## config.mk

```make
export PLATFORM = sky130hd
export DESIGN_NAME = pwm_capture
export DESIGN_NICKNAME = d
export VERILOG_FILES = /design/src/rtl/pwm_capture.sv
export SDC_FILE = /design/constraint.sdc
export NUM_CORES = 1
export LEC_CHECK = 0
export CAP_MARGIN = 20
export CELL_PAD_IN_SITES_DETAIL_PLACEMENT = 1
export CELL_PAD_IN_SITES_GLOBAL_PLACEMENT = 1
export CORE_MARGIN = 2
export CORE_UTILIZATION = 45
export CTS_CLUSTER_DIAMETER = 120
export DETAILED_ROUTE_END_ITERATION = 12
export GPL_ROUTABILITY_DRIVEN = 0
export PLACE_DENSITY_LB_ADDON = 0.1
export SLEW_MARGIN = 10
export SYNTH_ARGS = -nofsm -noshare
export SYNTH_HDL_FRONTEND = slang
export SYNTH_SLANG_ARGS = --single-unit
```

## constraint.sdc

```tcl
create_clock -name clk -period 3.1 [get_ports clk]
set_input_delay 0.31 -clock clk [delete_from_list [all_inputs] [get_ports clk]]
set_output_delay 0.31 -clock clk [all_outputs]
set_load 0.02 [all_outputs]
```

## src/rtl/pwm_capture.sv

```systemverilog
// pwm_capture
//   Measures an asynchronous PWM input. Each complete cycle, bounded by two
//   successive rising edges, is reported as a period and a high time, both in
//   clk counts. If no rising edge arrives for MAX clocks, the timeout flag is
//   raised. The synchronized input level is exported so that a stalled line
//   can be classified as stuck-high or stuck-low.
//
// Ports
//   clk        system clock; all logic runs on its rising edge
//   reset      asynchronous, active-high; clears all state and outputs
//   enable     capture enable; when low the FSM is forced to IDLE
//   pwm_in     asynchronous PWM input
//   period     clk edges between the last two rising edges
//   high_time  clk cycles pwm_in was high within that period
//   valid      one-cycle pulse when period/high_time update
//   timeout    no rising edge for MAX clocks; sticky until the next rise
//   level      synchronized pwm_in (s2)
//
// States
//   IDLE    | waiting for the first rise after reset, enable or timeout
//   MEASURE | counting; each rise closes one cycle and starts the next
module pwm_capture #(
  parameter int WIDTH = 16
) (
  input  logic             clk,
  input  logic             reset,
  input  logic             enable,
  input  logic             pwm_in,
  output logic [WIDTH-1:0] period,
  output logic [WIDTH-1:0] high_time,
  output logic             valid,
  output logic             timeout,
  output logic             level
);

  localparam logic [WIDTH-1:0] MAX = '1;
  localparam logic [WIDTH-1:0] ONE = WIDTH'(1);

  typedef enum logic {IDLE, MEASURE} state_t;

  state_t state, state_next;

  logic s1, s2, s3;
  logic rise;

  logic [WIDTH-1:0] cnt, hcnt;

  logic start;
  logic capture;
  logic advance;
  logic expire;

  // The synchronizer keeps running while disabled, so a line that is
  // already high when enable returns is not mistaken for a rise.
  always_ff @(posedge clk or posedge reset) begin
    if (reset) begin
      s1 <= 1'b0;
      s2 <= 1'b0;
      s3 <= 1'b0;
    end else begin
      s1 <= pwm_in;
      s2 <= s1;
      s3 <= s2;
    end
  end

  assign rise  = s2 & ~s3;
  assign level = s2;

  always_ff @(posedge clk or posedge reset) begin
    if (reset) state <= IDLE;
    else       state <= state_next;
  end

  always_comb begin
    state_next = state;
    if (!enable) begin
      state_next = IDLE;
    end else begin
      case (state)
        IDLE:    if (rise) state_next = MEASURE;
        MEASURE: if (!rise && cnt == MAX) state_next = IDLE;
        default: state_next = IDLE;
      endcase
    end
  end

  // A rise takes priority over the terminal count, so a period of exactly
  // MAX is still reported rather than flagged as a timeout.
  always_comb begin
    start   = 1'b0;
    capture = 1'b0;
    advance = 1'b0;
    expire  = 1'b0;
    if (enable) begin
      case (state)
        IDLE:    start = rise;
        MEASURE: begin
          if (rise)             capture = 1'b1;
          else if (cnt == MAX)  expire  = 1'b1;
          else                  advance = 1'b1;
        end
        default: ;
      endcase
    end
  end

  // Counters start at 1 on a rise because the rise cycle itself is the
  // first cycle of the new period and, with s2 high, of its high time.
  always_ff @(posedge clk or posedge reset) begin
    if (reset) begin
      cnt       <= '0;
      hcnt      <= '0;
      period    <= '0;
      high_time <= '0;
      valid     <= 1'b0;
      timeout   <= 1'b0;
    end else begin
      valid <= capture;
      if (!enable) begin
        cnt     <= '0;
        hcnt    <= '0;
        timeout <= 1'b0;
      end else if (start || capture) begin
        cnt  <= ONE;
        hcnt <= ONE;
        if (start) timeout <= 1'b0;
        if (capture) begin
          period    <= cnt;
          high_time <= hcnt;
        end
      end else if (expire) begin
        timeout <= 1'b1;
      end else if (advance) begin
        cnt <= cnt + ONE;
        if (s2) hcnt <= hcnt + ONE;
      end
    end
  end

endmodule

```

# ---- Word-level counts from Yosys, hierarchy flattened
# Cells that the tools add are included.
dict set report classes {
  n_addsub 2
  n_eq_ne 6
  muxes 29
  bitwise 3
  n_reduce_logical 7
}
# operator count
set op_table {}
lappend op_table {{16-bit 2-to-1 mux} 9}
lappend op_table {{16-bit by 1-bit adder with 16-bit output, second input constant} 2}
lappend op_table {{1-bit 2-to-1 mux} 19}
lappend op_table {{16-bit == test, second input constant} 1}
lappend op_table {{3-bit by 1-bit != test with 1-bit output, second input constant} 3}
lappend op_table {{3-bit AND reduction} 2}
lappend op_table {{2-bit AND reduction} 2}
lappend op_table {{3-bit by 2-bit != test with 1-bit output, second input constant} 1}
lappend op_table {{3-bit != test, second input constant} 1}
lappend op_table {{1-bit NOT} 2}
lappend op_table {{1-bit one-hot mux with 2 select lines} 1}
lappend op_table {{1-bit AND} 1}
lappend op_table {{1-bit logical AND} 1}
lappend op_table {{1-bit zero test} 1}
lappend op_table {{1-bit logical OR} 1}
dict set report totals {
  ff_bits 70
  inputBits 4
  out_inout_bits 35
  wordCells 57
}

# ---- Longest topological paths before layout
dict set report logic_depth {
  depth_word 9
  mapped_depth 6
}

# ---- Worst setup path before layout
# Ideal clock, no wire load.
dict set report synth_path {
  kind {register -> register}
  start {reg s2, in the netlist level}
  end {reg period[6]}
  arrival_time_ns 1.548
  required_ns 2.975
  setup_slack_ns 1.428
  path_stages_with_launch 5
  path_buffers 1
  cell_sequence {dfrtp_1 nor2b_1 nand3_1 clkbuf_1 mux2_2}
}
dict set report synth_via {
  elab_chain_cells 6
  elab_cells_between_ends 8
  classes_between {5 x mux; 1 x bitwise; 2 x reduce/logical}
}
# element line
set synth_rtl {}
lappend synth_rtl {{start, declared} 43} ;# logic s1, s2, s3;
lappend synth_rtl {{start signal, assigned} 58} ;# s2 <= 1'b0;
lappend synth_rtl {{start signal, assigned} 62} ;# s2 <= s1;
lappend synth_rtl {{1-bit AND *} 67} ;# assign rise = s2 & ~s3;
lappend synth_rtl {{1-bit 2-to-1 mux} 99} ;# if (rise) capture = 1'b1;
lappend synth_rtl {{1-bit 2-to-1 mux} 96} ;# case (state)
lappend synth_rtl {{1-bit 2-to-1 mux} 95} ;# if (enable) begin
lappend synth_rtl {{1-bit logical OR} 124} ;# end else if (start || capture) begin
lappend synth_rtl {{3-bit AND reduction (no source line) *} --}
lappend synth_rtl {{end signal, assigned} 129} ;# period <= cnt;
lappend synth_rtl {{end, declared} 29} ;# output logic [WIDTH-1:0] period,
# Every way passes the cells marked *; elsewhere a longest branch is shown, timed or not.
# A chain may end at the register's enable or synchronous reset.

# ---- Worst setup path in the final report
dict set report layout_path {
  start {reg state}
  end {reg hcnt[9]}
}
dict set report layout_via {
  elab_chain_cells 5
  elab_cells_between_ends 15
  classes_between {3 x eq/ne; 10 x mux; 2 x reduce/logical}
}
# element line
set layout_rtl {}
lappend layout_rtl {{start, declared} 41} ;# state_t state, state_next;
lappend layout_rtl {{start signal, assigned} 72} ;# else state <= state_next;
lappend layout_rtl {{1-bit 2-to-1 mux} 96}
lappend layout_rtl {{1-bit 2-to-1 mux} 95}
lappend layout_rtl {{1-bit logical OR} 124}
lappend layout_rtl {{3-bit by 2-bit != test with 1-bit output (no source line), or another cell as far along} --}
lappend layout_rtl {{3-bit AND reduction (no source line) / 16-bit 2-to-1 mux (equally long branches)} --}
lappend layout_rtl {{end signal, assigned} 136} ;# if (s2) hcnt <= hcnt + ONE;
lappend layout_rtl {{end, declared} 46} ;# logic [WIDTH-1:0] cnt, hcnt;
# Several ways; a longest one is shown, not always the timed one.

==> results.cfg <==
[clock_tree]
clock_latency_ns = 0.34
clockBufferDepth = 2
cts_buffers = 9
cts_hold_buffers = 0
cts.sinks = 70
clk_pin_slew_worst_paths_ns = 0.07
cts-root-buf = clkbuf_8
ctsResizeCount = 0
postCtsSetupBuffers = 0
cts_tree = built
htreeDepth = 3

[timing]
min_period_over_period_pct = 60.49
drv_slew = 0
hold_viol_final = 0
setup_tns_ns = 0
setup_viol = 0
period_needed_ns = 1.875
hold_slack_ns = 0.3080
slew_headroom_pct = 56.46
max_freq_mhz = 533.3
worst_slew_pin_slew_ns = 0.6478
rsz0062_at_grt = false
skew_ns = 0.006277

[layout]
diodes = 0
layout.nets = 341
fin_cells = 439
layout-drive-gt1-share_pct = 21.18
syn_to_final_growth_pct = 22.51
fillers = 789
multi_input_area_um2 = 1453
final-seq-area_um2 = 1752

[floorplanning]
initial_core_util_pct = 45.95
core-area_um2 = 7137
dieArea_um2 = 7986
io_pins = 39
die_w_um = 89.37
die_h_um = 89.37
rows = 31

[logic_synthesis]
seq_area_frac_synth_pct = 53.41
yosys_most_used_dff = dfrtp_1
synthCells = 290
synth.distinct_cells = 44
async_flop_share_pct = 100.0
synth.top_cells.by_area = dfrtp_1, mux2_2, nand2_1
synth_area_leader_cell = dfrtp_1
synth_edf_count = 0
yosysTopAreaCellShare_pct = 53.41
ys_warn_count = 0
synth.avg_cell_area_um2 = 11.31
ys_ff_latch = 70
synth_area_um2 = 3279
syn_nets = 296

[worst_setup_path]
end_kind = flip-flop
path_delay_family = simple AND/OR/NAND/NOR gates
path_buf_inv = 0
cp_slowest_stage_delay_ns = 0.59
crit_fanout = 13
critPathSlowestCell = dfrtp_1
startpoint_type = flip-flop
cp.required_ns = 3.36
path_cells = and2_1 -> nand3_1 -> or4_1 -> o22ai_2
critical_path_class = reg -> reg
cp.arrival_ns = 2.14

[grt]
grt_max_degree = 29
grt_overflow = 0
grt.total_usage_pct = 21.63
grt_pass1_vias = 2603
grt_first_pass_wirelength_um = 13260
grt_antenna_before_repair = 0

[routing]
via_count = 2501
vias_per_cell = 5.697
drc = 0
ant_nets = 0
routed_wl_um = 7816
drtPass1Iterations = 4
drtIter0Drc = 107
wire_per_inst_um = 17.80

[pwr]
switchingPower_mw = 0.4062
combPwrFrac_pct = 4.8
cellLeakagePower_nw = 1.685
power_density_nw_per_um2 = 468.3
ir_drop_uv = 240.9
p_int_mw = 1.475
seqPwrFrac_pct = 49.8
clockPowerShare_pct = 45.3
power_mw = 1.881
switching_share_pct = 21.59

[place]
placedCellCount = 423
place_hpwl_um = 5326
io_buffers = 38

[flow_run]
maxCapViolations = 0

[hold_path]
hold_path_class = in -> async

[status]
status = finished, final reports clean
## logic make-up after synthesis
logic type      count (synthesis)  share of synthesized area (%)
flops                          70                          53.41
mux                            38                          12.71
fa+ha+maj                       2                         0.7629
compound gates                 51                          9.882
simple gates                  111                          20.95
buf+inv                        18                          2.289
## stage by stage
step                setup WS (ns)  utilization (%)  cell area, µm²
floorplan                   1.022                -            3279
global placement            1.309            53.02            3784
detailed placement          1.250            53.02            3784
CTS                         1.239            56.29            4018
global route                1.029            56.29            4018
finish                      1.225            56.29            4018
## power groups by stage
stage                     clock network, mW  logic [mW]  registers, mW
after floorplan                           0      0.0493          0.958
after global placement                    0      0.0905          0.955
after detailed placement                  0      0.0930          0.955
after CTS                             0.873      0.0936          0.938
after global routing                  0.907       0.101          0.939
final                                 0.852      0.0912          0.938
## cell usage in the layout, fill, tap and decap left out, types with 10 or more instances in the layout
cell type        synthesis  final
clkbuf_8                 0     12
dfrtp_1                 70     70
clkdlybuf4s50_1          0     38
nand3_1                 16     16
o21ai_0                 12     12
nand2_1                 28     28
a21oi_1                 18     18
or4_1                   10     10
mux2_2                  29     29
## state kept, by name (all words and copies together) (netlist names)
signal	cells
s3	1
high_time	16
s1	1
state	1
timeout	1
hcnt	16
valid	1
period	16
level	1
cnt	16
## cell usage after synthesis, drive strengths merged, types with 2 or more instances
cell    number
o311ai       3
and3         3
o21ai       13
o31ai        8
or4         11
or3          4
and4         4
a21oi       18
ha           2
or2          9
nor3         6
dfrtp       70
mux2i        9
nand4       10
o21a         2
clkbuf       4
nand2       28
buf          6
nand3       18
mux2        29
nor2         3
nor4        10
inv          8
o41ai        2
## per-layer routing
metal | track usage (%) | routed length [µm] | share of wire, % | vias up
met5 | 0 | 0 | 0 | -
met4 | 8.005 | 133 | 1.7 | 0
met3 | 3.416 | 221 | 2.8 | 13
met2 | 33.80 | 3626 | 46 | 51
met1 | 30.51 | 3834 | 49 | 1257
li1 | - | - | - | 1180
## final cells by class
cell class / instances / share of cell area [%]
sequential: 70 / 43.60
multi-input combinational: 202 / 36.16
timing repair buffer: 44 / 10.59
clock buffer: 13 / 4.204
tap: 99 / 3.083
clock inverter: 3 / 1.619
inverter: 8 / 0.7474
## worst paths after layout
path                       start      end  slack, ns  depth (start not counted)
setup / recovery           state  hcnt[9]       1.22                          4
hold / removal             reset  hcnt[1]       0.31                          2
max in group asynchronous  reset   cnt[1]       2.07                          3
min in group clk              s1    level       0.37                          0
setup reg to reg           state  hcnt[9]       1.22                          4
hold reg to reg               s1    level       0.37                          0
Power figures use the tool's default switching activity.
